File: src/rtl/march_pkg.sv
// rtl/march_pkg.sv - March C- element tables, FSM states and op helpers for march_sequencer
package march_pkg;

  typedef enum logic [1:0] {ST_IDLE, ST_RUN, ST_DRAIN, ST_DONE} state_t;

  localparam int NUM_ELEM = 6;
  localparam int MAX_OPS  = 2;

  typedef logic [2:0]                   elem_t;
  typedef logic [$clog2(MAX_OPS)-1:0]   op_idx_t;

  // One bit per element, bit index = element number
  localparam logic [NUM_ELEM-1:0] ELEM_DOWN    = 6'b011000;
  localparam logic [NUM_ELEM-1:0] ELEM_TWO_OPS = 6'b011110;
  localparam logic [NUM_ELEM-1:0] OP0_READ     = 6'b111110;
  localparam logic [NUM_ELEM-1:0] OP0_BIT      = 6'b010100;
  localparam logic [NUM_ELEM-1:0] OP1_BIT      = 6'b001010;

  function automatic logic op_is_read(elem_t elem, op_idx_t op);
    return (op == 1'b0) && OP0_READ[elem];
  endfunction

  function automatic logic op_is_last(elem_t elem, op_idx_t op);
    return op == op_idx_t'(ELEM_TWO_OPS[elem]);
  endfunction

  function automatic logic op_bit(elem_t elem, op_idx_t op);
    return (op != 1'b0) ? OP1_BIT[elem] : OP0_BIT[elem];
  endfunction

endpackage

File: src/rtl/march_sequencer_if.sv
// rtl/march_sequencer_if.sv - single-port synchronous RAM bus between sequencer and RAM under test
interface march_sequencer_if #(
  parameter int ADDR_W = 4,
  parameter int DATA_W = 8
);
  logic              mem_en;
  logic              mem_we;
  logic [ADDR_W-1:0] mem_addr;
  logic [DATA_W-1:0] mem_wdata;
  logic [DATA_W-1:0] mem_rdata;

  modport master (output mem_en, output mem_we, output mem_addr, output mem_wdata, input mem_rdata);
  modport slave  (input mem_en, input mem_we, input mem_addr, input mem_wdata, output mem_rdata);
endinterface

File: src/rtl/march_addr_gen.sv
// rtl/march_addr_gen.sv - up/down address counter with load-to-start and end-of-element flag
module march_addr_gen #(
  parameter int ADDR_W = 4
) (
  input  logic              clk,
  input  logic              rst,
  input  logic              load_i,
  input  logic              load_down_i,
  input  logic              adv_i,
  input  logic              down_i,
  output logic [ADDR_W-1:0] addr_o,
  output logic              last_o
);
  localparam logic [ADDR_W-1:0] ADDR_MAX = {ADDR_W{1'b1}};

  logic [ADDR_W-1:0] addr_q, addr_d;

  always_comb begin
    addr_d = addr_q;
    if (load_i) begin
      addr_d = load_down_i ? ADDR_MAX : '0;
    end else if (adv_i) begin
      addr_d = down_i ? addr_q - ADDR_W'(1) : addr_q + ADDR_W'(1);
    end
  end

  always_ff @(posedge clk or negedge rst) begin
    if (!rst) addr_q <= '0;
    else      addr_q <= addr_d;
  end

  assign addr_o = addr_q;
  assign last_o = down_i ? (addr_q == '0) : (addr_q == ADDR_MAX);
endmodule

File: src/rtl/march_sequencer.sv
// rtl/march_sequencer.sv - March C- RAM BIST sequencer; MARCH_BG_EN adds a checkerboard rerun and fail_bg
module march_sequencer
  import march_pkg::*;
#(
  parameter int ADDR_W = 4,
  parameter int DATA_W = 8
) (
  input  logic              clk,
  input  logic              rst,
  input  logic              start,
  output logic              busy,
  output logic              done,
  output logic              pass,
  output logic              fail,
  output logic [ADDR_W-1:0] fail_addr,
  output logic [2:0]        fail_elem,
`ifdef MARCH_BG_EN
  output logic              fail_bg,
`endif
  march_sequencer_if.master mem
);
`ifdef MARCH_BG_EN
  localparam bit BG_EN = 1'b1;
`else
  localparam bit BG_EN = 1'b0;
`endif

  state_t            state_q, state_d;
  elem_t             elem_q, elem_d, cmp_elem_q, cmp_elem_d, fail_elem_q, fail_elem_d;
  op_idx_t           op_q, op_d;
  logic              bg_q, bg_d, cmp_vld_q, cmp_vld_d;
  logic              pass_q, pass_d, fail_q, fail_d;
  logic [DATA_W-1:0] cmp_exp_q, cmp_exp_d;
  logic [ADDR_W-1:0] cmp_addr_q, cmp_addr_d, fail_addr_q, fail_addr_d;
`ifdef MARCH_BG_EN
  logic              cmp_bg_q, cmp_bg_d, fail_bg_q, fail_bg_d;
`endif

  logic [ADDR_W-1:0] addr;
  logic              addr_last, addr_load, addr_load_down, addr_adv;
  logic              running, rd_op, last_op, mismatch;
  logic [DATA_W-1:0] bg_pat, op_data;

  march_addr_gen #(.ADDR_W(ADDR_W)) u_addr_gen (
    .clk         (clk),
    .rst         (rst),
    .load_i      (addr_load),
    .load_down_i (addr_load_down),
    .adv_i       (addr_adv),
    .down_i      (ELEM_DOWN[elem_q]),
    .addr_o      (addr),
    .last_o      (addr_last)
  );

  assign running  = (state_q == ST_RUN);
  assign rd_op    = op_is_read(elem_q, op_q);
  assign last_op  = op_is_last(elem_q, op_q);
  assign bg_pat   = bg_q ? {(DATA_W/2){2'b01}} : '0;
  assign op_data  = op_bit(elem_q, op_q) ? ~bg_pat : bg_pat;
  assign mismatch = cmp_vld_q && (mem.mem_rdata != cmp_exp_q);

  assign mem.mem_en    = running;
  assign mem.mem_we    = running && !rd_op;
  assign mem.mem_addr  = running ? addr : '0;
  assign mem.mem_wdata = (running && !rd_op) ? op_data : '0;

  always_comb begin
    state_d        = state_q;
    elem_d         = elem_q;
    op_d           = op_q;
    bg_d           = bg_q;
    cmp_vld_d      = 1'b0;
    cmp_exp_d      = cmp_exp_q;
    cmp_addr_d     = cmp_addr_q;
    cmp_elem_d     = cmp_elem_q;
    pass_d         = pass_q;
    fail_d         = fail_q;
    fail_addr_d    = fail_addr_q;
    fail_elem_d    = fail_elem_q;
`ifdef MARCH_BG_EN
    cmp_bg_d       = cmp_bg_q;
    fail_bg_d      = fail_bg_q;
`endif
    addr_load      = 1'b0;
    addr_load_down = 1'b0;
    addr_adv       = 1'b0;

    unique case (state_q)
      ST_IDLE, ST_DONE: begin
        if (start) begin
          state_d     = ST_RUN;
          elem_d      = '0;
          op_d        = '0;
          bg_d        = 1'b0;
          pass_d      = 1'b0;
          fail_d      = 1'b0;
          fail_addr_d = '0;
          fail_elem_d = '0;
`ifdef MARCH_BG_EN
          fail_bg_d   = 1'b0;
`endif
          addr_load   = 1'b1;
        end
      end
      ST_RUN: begin
        if (rd_op) begin
          cmp_vld_d  = 1'b1;
          cmp_exp_d  = op_data;
          cmp_addr_d = addr;
          cmp_elem_d = elem_q;
`ifdef MARCH_BG_EN
          cmp_bg_d   = bg_q;
`endif
        end
        if (!last_op) begin
          op_d = op_q + op_idx_t'(1);
        end else begin
          op_d = '0;
          if (!addr_last) begin
            addr_adv = 1'b1;
          end else if (elem_q != elem_t'(NUM_ELEM - 1)) begin
            elem_d         = elem_q + elem_t'(1);
            addr_load      = 1'b1;
            addr_load_down = ELEM_DOWN[elem_d];
          end else if (BG_EN && !bg_q) begin
            // Checkerboard pass starts back at M0 on the very next cycle
            bg_d      = 1'b1;
            elem_d    = '0;
            addr_load = 1'b1;
          end else begin
            state_d = ST_DRAIN;
          end
        end
        // The op issued alongside a failing compare is dropped with the run
        if (mismatch) begin
          state_d     = ST_DONE;
          cmp_vld_d   = 1'b0;
          fail_d      = 1'b1;
          fail_addr_d = cmp_addr_q;
          fail_elem_d = cmp_elem_q;
`ifdef MARCH_BG_EN
          fail_bg_d   = cmp_bg_q;
`endif
        end
      end
      ST_DRAIN: begin
        state_d = ST_DONE;
        if (mismatch) begin
          fail_d      = 1'b1;
          fail_addr_d = cmp_addr_q;
          fail_elem_d = cmp_elem_q;
`ifdef MARCH_BG_EN
          fail_bg_d   = cmp_bg_q;
`endif
        end else begin
          pass_d = 1'b1;
        end
      end
      default: state_d = ST_IDLE;
    endcase
  end

  always_ff @(posedge clk or negedge rst) begin
    if (!rst) begin
      state_q     <= ST_IDLE;
      elem_q      <= '0;
      op_q        <= '0;
      bg_q        <= 1'b0;
      cmp_vld_q   <= 1'b0;
      cmp_exp_q   <= '0;
      cmp_addr_q  <= '0;
      cmp_elem_q  <= '0;
      pass_q      <= 1'b0;
      fail_q      <= 1'b0;
      fail_addr_q <= '0;
      fail_elem_q <= '0;
    end else begin
      state_q     <= state_d;
      elem_q      <= elem_d;
      op_q        <= op_d;
      bg_q        <= bg_d;
      cmp_vld_q   <= cmp_vld_d;
      cmp_exp_q   <= cmp_exp_d;
      cmp_addr_q  <= cmp_addr_d;
      cmp_elem_q  <= cmp_elem_d;
      pass_q      <= pass_d;
      fail_q      <= fail_d;
      fail_addr_q <= fail_addr_d;
      fail_elem_q <= fail_elem_d;
    end
  end

`ifdef MARCH_BG_EN
  always_ff @(posedge clk or negedge rst) begin
    if (!rst) begin
      cmp_bg_q  <= 1'b0;
      fail_bg_q <= 1'b0;
    end else begin
      cmp_bg_q  <= cmp_bg_d;
      fail_bg_q <= fail_bg_d;
    end
  end

  assign fail_bg = fail_bg_q;
`endif

  assign busy      = (state_q == ST_RUN) || (state_q == ST_DRAIN);
  assign done      = (state_q == ST_DONE);
  assign pass      = pass_q;
  assign fail      = fail_q;
  assign fail_addr = fail_addr_q;
  assign fail_elem = fail_elem_q;
endmodule

File: src/flat_wrapper.sv
// flat-port wrapper written by rule: the top's interface ports become plain ports
module march_sequencer_flat import march_pkg::*;
#(
  parameter int ADDR_W = 4,
  parameter int DATA_W = 8
)
  (clk, rst, start, busy, done, pass, fail, fail_addr, fail_elem, mem_mem_en, mem_mem_we, mem_mem_addr, mem_mem_wdata, mem_mem_rdata);
  march_sequencer_if #(.ADDR_W(ADDR_W), .DATA_W(DATA_W)) mem_i ();
  input  logic clk;
  input  logic rst;
  input  logic start;
  output logic busy;
  output logic done;
  output logic pass;
  output logic fail;
  output logic [ADDR_W-1:0] fail_addr;
  output logic [2:0] fail_elem;
  output wire logic [$bits(mem_i.mem_en)-1:0] mem_mem_en;
  output wire logic [$bits(mem_i.mem_we)-1:0] mem_mem_we;
  output wire logic [$bits(mem_i.mem_addr)-1:0] mem_mem_addr;
  output wire logic [$bits(mem_i.mem_wdata)-1:0] mem_mem_wdata;
  input wire logic [$bits(mem_i.mem_rdata)-1:0] mem_mem_rdata;
  assign mem_mem_en = mem_i.mem_en;
  assign mem_mem_we = mem_i.mem_we;
  assign mem_mem_addr = mem_i.mem_addr;
  assign mem_mem_wdata = mem_i.mem_wdata;
  assign mem_i.mem_rdata = mem_mem_rdata;
  march_sequencer #(.ADDR_W(ADDR_W), .DATA_W(DATA_W)) u_core (.clk(clk), .rst(rst), .start(start), .busy(busy), .done(done), .pass(pass), .fail(fail), .fail_addr(fail_addr), .fail_elem(fail_elem), .mem(mem_i));
endmodule
File: config.mk
export PLATFORM = sky130hd
export DESIGN_NAME = march_sequencer_flat
export DESIGN_NICKNAME = d
export VERILOG_FILES = /design/src/rtl/march_pkg.sv /design/src/rtl/march_sequencer_if.sv /design/src/rtl/march_addr_gen.sv /design/src/rtl/march_sequencer.sv /design/src/flat_wrapper.sv
export SDC_FILE = /design/constraint.sdc
export NUM_CORES = 1
export LEC_CHECK = 0
export BUFFER_PORTS_ARGS = -buffer_cell sky130_fd_sc_hd__buf_2
export CAP_MARGIN = 20
export CORE_UTILIZATION = 35
export DETAILED_ROUTE_END_ITERATION = 10
export SLEW_MARGIN = 20
export SYNTH_ARGS = -nofsm -noshare
export SYNTH_HDL_FRONTEND = slang
export SYNTH_SLANG_ARGS = --single-unit
File: constraint.sdc
create_clock -name clk -period 2.55 [get_ports clk]
set_input_delay 0 -clock clk [delete_from_list [all_inputs] [get_ports clk]]
set_output_delay 0 -clock clk [all_outputs]
set_load 0.02 [all_outputs]
After elaboration in Yosys (flattened, before gate mapping)
Memories as Yosys holds them, arrays and structs flattened.
Index checks and enable logic that the tools add are counted.

cells by class
  $add $sub $neg = 4
  $lt $le $gt $ge = 2
  equal/unequal tests = 16
  mux-type cells = 53
  bitwise operators = 1
  reduce and logical (&&, ||, !) cells = 18

operators with widths
  cell                   number
  $mux W4                7
  $mux W1                26
  $mux W8                2
  $mux W3                5
  $pmux W3 S2            2
  $mux W2                5
  $ne A3 B3 Y1 const B   3
  $lt A3 B4 Y1 const B   2
  $ne A2 B2 Y1 const B   4
  $ne A8 B8 Y1           1
  $pmux W1 S2            4
  $pmux W4 S2            1
  $pmux W2 S3            1
  $reduce_and A2 Y1      3
  $reduce_bool A2 Y1     3
  $reduce_and A5 Y1      1
  $add A4 B1 Y4 const B  1
  $eq A2 B2 Y1 const B   2
  $eq A4 B4 Y1 const B   1
  $logic_not A4 Y1       1
  $ne A2 B1 Y1 const B   2
  $reduce_and A4 Y1      1
  $reduce_or A2 Y1       2
  $sub A4 B1 Y4 const B  1
  11 further kinds       13

word-level totals
  register bits = 35
  ROM bits = 48
  bits of input ports = 11
  output and inout bits = 25
  word-level logic and storage cells = 112
  memories = 6

memory list
  memory            depth  bits a word  rd ports  clocked after memory_dff  write ports  line                    text
  (name not given)  8      1            1         0                         0            march_pkg.sv:28         return (op != 1'b0) ? OP1_BIT[elem] : OP0_BIT[elem];
  (name not given)  8      1            1         0                         0            march_pkg.sv:20         return (op == 1'b0) && OP0_READ[elem];
  (name not given)  8      1            1         0                         0            march_pkg.sv:28
  (name not given)  8      1            1         0                         0            march_sequencer.sv:50   .down_i (ELEM_DOWN[elem_q]),
  (name not given)  8      1            1         0                         0            march_pkg.sv:24         return op == op_idx_t'(ELEM_TWO_OPS[elem]);
  (name not given)  8      1            1         0                         0            march_sequencer.sv:124  addr_load_down = ELEM_DOWN[elem_d];

Logic depth before layout (Yosys ltp)
  depth after elaboration = 9
  depth in mapped cells = 10
  mapped depth without buffers = 10

Hierarchy
From an unflattened synthesis, not the netlist that was laid out.

second synthesis, totals
  cells, all modules = 194
  area total of the unflattened synthesis = 1830.5 µm²

by module, submodules not included
  module           times used  cells an instance  area an instance (µm²)  seq. area each (µm²)
  march_sequencer  1           156                1481.4                  600.6
  march_addr_gen   1           38                 349.1                   100.1

Least setup slack after synthesis
Ideal clock, no wire load.

  path kind = reg-to-output
  from = register u_core.state_q[1]
  to = output port mem_mem_wdata[1]
  arrival time = 2383 ps
  path slack = 167 ps
  stages on the path, launching flop included = 7
  cell sequence = dfrtp_1 -> inv_1 -> ha_1 -> clkbuf_1 -> nor2b_1 -> nor2b_1 -> buf_4

between the ends
  longest elaborated chain between the ends = 3

RTL lines
  element                 line                    text
  start, declared         march_sequencer.sv:28   state_t state_q, state_d;
  start signal, assigned  march_sequencer.sv:178  state_q <= state_d;
  $eq A2 B1 Y1            march_sequencer.sv:55   assign running = (state_q == ST_RUN);
  via mem_mem_en          flat_wrapper.sv:18      output wire logic [$bits(mem_i.mem_en)-1:0] mem_mem_en;
  $logic_and A1 B1 Y1     n/a
  via mem_mem_we          flat_wrapper.sv:19      output wire logic [$bits(mem_i.mem_we)-1:0] mem_mem_we;
  $mux W8                 march_sequencer.sv:65   assign mem.mem_wdata = (running && !rd_op) ? op_data : '0;
  end, declared           flat_wrapper.sv:21      output wire logic [$bits(mem_i.mem_wdata)-1:0] mem_mem_wdata;

The timed path passes the listed nets, and every way through them passes these cells.

Worst setup path after layout
  from = register u_core.elem_q[1]
  to = register u_core.u_addr_gen.addr_q[3], in the netlist u_core.u_addr_gen.addr_o[3]

between the ends
  longest elaborated chain between the ends = 9
  elaborated cells between the ends (all ways) = 26
  those cells by class = add/sub (1); eq/ne (2); mux (19); reduce/logical (1); memory (3)

RTL lines
  element                        line                    text
  start, declared                march_sequencer.sv:29   elem_t elem_q, elem_d, cmp_elem_q, cmp_elem_d, fail_elem_q, fail_elem_d;
  start signal, assigned         march_sequencer.sv:179  elem_q <= elem_d;
  $add A3 B1 Y3                  march_sequencer.sv:122  elem_d = elem_q + elem_t'(1);
  $mem_v2 Z8 W1                  n/a
  $mux W1 (implied by the code)  march_sequencer.sv:124
  $mux W1                        march_sequencer.sv:121  end else if (elem_q != elem_t'(NUM_ELEM - 1)) begin
  $mux W1                        march_sequencer.sv:119  if (!addr_last) begin
  $mux W1                        march_sequencer.sv:115  if (!last_op) begin
  $mux W1                        march_sequencer.sv:88   unique case (state_q)
  $mux W4                        march_addr_gen.sv:21    addr_d = load_down_i ? ADDR_MAX : '0;
  $mux W4                        march_addr_gen.sv:20    if (load_i) begin
  end signal, assigned           march_addr_gen.sv:29    else addr_q <= addr_d;
  end, declared                  march_addr_gen.sv:16    logic [ADDR_W-1:0] addr_q, addr_d;

Parallel ways exist; a longest one is shown, timed or not. The select of a mux whose other input is x is not followed.
A chain may end at the register's enable or synchronous reset.

==> metrics.json <==
{
  "synth.cells.most_frequent": {"value": "28 x dfrtp_1, 21 x nand2_1, 15 x inv_1"},
  "port_buffers": {"value": 35},
  "synth_top_area_share": {"value": 0.375},
  "syn_area": {"value": 1870, "unit": "um^2"},
  "clk_root_buffer_cell": {"value": "clkbuf_8"},
  "leakage": {"value": 0.00105, "unit": "uW"},
  "stdcell_count": {"value": 304},
  "min_period_over_period": {"value": 0.949},
  "nets": {"value": 258},
  "ff2ff_setup_slack": {"value": 0.13, "unit": "ns"},
  "design.core.area": {"value": 5110, "unit": "um^2"},
  "timing_max_transition_violations_final": {"value": 0},
  "clock_latency": {"value": 0.28, "unit": "ns"},
  "timing.critical_path.fanout_max": {"value": 6},
  "synth_async_sr_flop_share": {"value": 1.00},
  "die_area": {"value": 5630, "unit": "um^2"},
  "pwr-share-seq": {"value": 0.363},
  "maxSlewHeadroom": {"value": 0.567},
  "synthFlopType": {"value": "dfrtp_1"},
  "cells_after_synth": {"value": 198},
  "post_cts_buffers": {"value": 0},
  "synth.distinct_cells": {"value": 49},
  "floorplan.initialDensity": {"value": 0.366},
  "muxShareOfSynthArea": {"value": 0.0965},
  "worst_pin_slew": {"value": 0.650, "unit": "ns"},
  "first_global_vias": {"value": 1381},
  "worst_ir_drop_vdd": {"value": 0.372, "unit": "mV"},
  "post_synth_xor_area_fraction": {"value": 0.0141},
  "rsz0062_at_grt": {"value": "false"},
  "drc": {"value": 0},
  "worst-endpoint-arrival": {"value": 2.58, "unit": "ns"},
  "synth_most_common_cell": {"value": "dfrtp_1"},
  "hold_crit_start": {"value": "start"},
  "detailed_place_hpwl": {"value": 2880, "unit": "um"},
  "leading_post_synthesis_cells_by_cell_area": {"value": "dfrtp_1 38%, ha_1 7.4%, mux2i_1 6.4%"},
  "timing.max_cap.violations": {"value": 0},
  "p_sw_frac": {"value": 0.395},
  "final.setup_skew": {"value": 0.00505, "unit": "ns"},
  "grt_pass1_wl": {"value": 6440, "unit": "um"},
  "timing.hold.worst.class": {"value": "input pin to flip-flop"},
  "flip_flop_and_latch_count_after_synthesis": {"value": 28},
  "worstPathRequired": {"value": 2.71, "unit": "ns"},
  "finalHoldViolCount": {"value": 0},
  "power_switching": {"value": 689, "unit": "uW"},
  "grt_antenna_before_repair": {"value": 0},
  "gp_congestion": {"value": 0.849},
  "critical_path_class": {"value": "flip-flop to flip-flop"},
  "yosys.area_share.adder": {"value": 0.0844},
  "final_layout_size_suffix_gt1_frac": {"value": 0.286},
  "hold_path_depth": {"value": 3},
  "fp-row-count": {"value": 26},
  "clkTransAtPathRegs": {"value": 0.10, "unit": "ns"},
  "fp.dieH": {"value": 75.1, "unit": "um"},
  "worstHoldEndpoint": {"value": "u_core.state_q[0]"},
  "grt_remaining_overflow": {"value": 0},
  "share_comb_of_total_power": {"value": 0.434},
  "avgRoutedWirePerCell": {"value": 12.4, "unit": "um"},
  "die_width": {"value": 75.1, "unit": "um"},
  "syn-mean-instance-area": {"value": 9.43, "unit": "um^2"},
  "main_combinational_cell_family_by_area_after_synthesis": {"value": "simple AND/OR/NAND/NOR gates"},
  "cp-start-kind": {"value": "flip-flop"},
  "grt_start_max_net_pins": {"value": 29},
  "end_kind": {"value": "flip-flop"},
  "io_pins": {"value": 36},
  "cts_inserted_buffers": {"value": 3},
  "cts-htree-levels": {"value": 1},
  "synth.net_count": {"value": 221},
  "setup_viol": {"value": 0},
  "crit-reg2reg-launch": {"value": "u_core.elem_q[1]"},
  "fmax": {"value": 413, "unit": "MHz"},
  "grt_use_total": {"value": 0.148},
  "synth_enable_flop_cells": {"value": 0},
  "dp.cells": {"value": 299},
  "synth_area_in_compound_gates": {"value": 0.164},
  "clk_path_buf_depth": {"value": 2},
  "route.antenna.remaining_nets": {"value": 0},
  "cts_sinks": {"value": 28},
  "cts_tree": {"value": "built"},
  "area.growth.synth_to_final": {"value": 18.4, "unit": "%"},
  "drtPass1Iterations": {"value": 4},
  "outcome": {"value": "completed"},
  "seq_area_frac_synth": {"value": 0.375},
  "power.share.clock": {"value": 0.203},
  "r2r_end": {"value": "u_core.u_addr_gen.addr_o[3]"},
  "fin_setup_tns": {"value": 0, "unit": "ns"},
  "synthesis.yosys.warnings": {"value": 0},
  "post-synth-top-area-cell": {"value": "dfrtp_1"},
  "reg2reg_depth": {"value": 10},
  "via_count": {"value": 1500},
  "power-per-cell-area": {"value": 787, "unit": "nW/um^2"},
  "drt_wl_total": {"value": 3780, "unit": "um"},
  "internal_power": {"value": 1050, "unit": "uW"},
  "fin_crit": {"value": 2.42, "unit": "ns"},
  "drtIter0Drc": {"value": 82},
  "simple_gate_fraction_of_synth_area": {"value": 0.194},
  "n_antenna_cell": {"value": 0},
  "routed_via_density": {"value": 4.93}
}
## metrics by stage
stage          worst slack [ns]   util  total power, uW  cell area (um^2)  hold WS (ns)
2_1_floorplan             0.167      -             1170              1870        -0.296
3_3_place_gp              0.177  0.416             1380              2120        0.0751
3_5_place_dp              0.125  0.416             1390              2120        0.0733
4_1_cts                  0.0994  0.432             1760              2200         0.102
5_1_grt                0.000282  0.433             1890              2210         0.103
6_report                  0.131  0.433             1740              2210         0.117
## layer usage
layer	part of all wire	wire, um	vias to the layer above	track usage
met1	0.49	1840	712	0.200
li1	-	-	766	-
met4	0.0090	34	0	0.0398
met5	0	0	-	0
met3	0.020	77	4	0.0147
met2	0.48	1830	18	0.252
## cells in the final DEF (no fill, tap or decap), drive strengths merged, types with 3 or more instances in the layout
cell type,count
buf,44
dfrtp,28
nand2,21
inv,16
nor2,15
mux2i,12
o21ai,12
a21oi,11
ha,11
nor2b,7
nor3,6
mux2,5
and2,4
nand3,3
o211ai,3
clkbuf,3
## critical path: stages, from the launching register on
cell and delay, ns:
dfrtp_1 0.46, ha_1 0.25, nor2b_2 0.20, nor2_2 0.17
inv_2 0.08, ha_1 0.27, a21o_1 0.14, a21oi_1 0.08
or4b_1 0.47, nand4b_1 0.10, o21ai_0 0.08
## area by class of cell
class	count	area, um^2
Inverter	16	60.1
Clock inverter	1	30.0
Timing Repair Buffer	45	253
Tap cell	70	87.6
Clock buffer	3	41.3
Fill cell	536	2900
Sequential cell	28	701
Multi-Input combinational cell	141	1040
## worst max-delay path by stage
stage                                             end  slack, ns               from
after CTS                 u_core.u_addr_gen.addr_o[3]        0.1   u_core.elem_q[1]
after floorplan                      mem_mem_wdata[1]       0.17  u_core.state_q[1]
after global routing      u_core.u_addr_gen.addr_o[3]     0.0003   u_core.elem_q[1]
final                     u_core.u_addr_gen.addr_o[3]       0.13   u_core.elem_q[1]
after detailed placement  u_core.u_addr_gen.addr_o[3]       0.13   u_core.elem_q[1]
after global placement    u_core.u_addr_gen.addr_o[3]       0.18   u_core.elem_q[1]
## flip-flops by register name, indices dropped and copies added (netlist names)
signal	count
u_core.cmp_vld_q	1
u_core.state_q	2
u_core.elem_q	3
u_core.pass	1
u_core.cmp_addr_q	4
u_core.cmp_exp_q	1
u_core.op_q	1
u_core.fail	1
u_core.fail_elem	3
u_core.cmp_elem_q	3
u_core.u_addr_gen.addr_o	4
u_core.fail_addr	4
## power by group through the flow
stage | registers (uW) | logic [uW] | clock network (uW)
after CTS | 632 | 754 | 371
after detailed placement | 642 | 751 | 0
after global routing | 645 | 860 | 387
after global placement | 637 | 746 | 0
after floorplan | 623 | 546 | 0
final | 632 | 756 | 353
## cell families after synthesis
kind of cell,after synthesis
compound gates,42
fa+ha+maj,12
simple gates,67
buf+inv,29
flops,28
xor+xnor,3
mux,17
## timing repair
action                                 4_1_cts  5_1_grt
setup endpoints to repair                    0        1
hold buffers                                 1        0
endpoints found under the hold margin       28        0
resized for setup                            0        2
(Power assumes the default switching activity.)
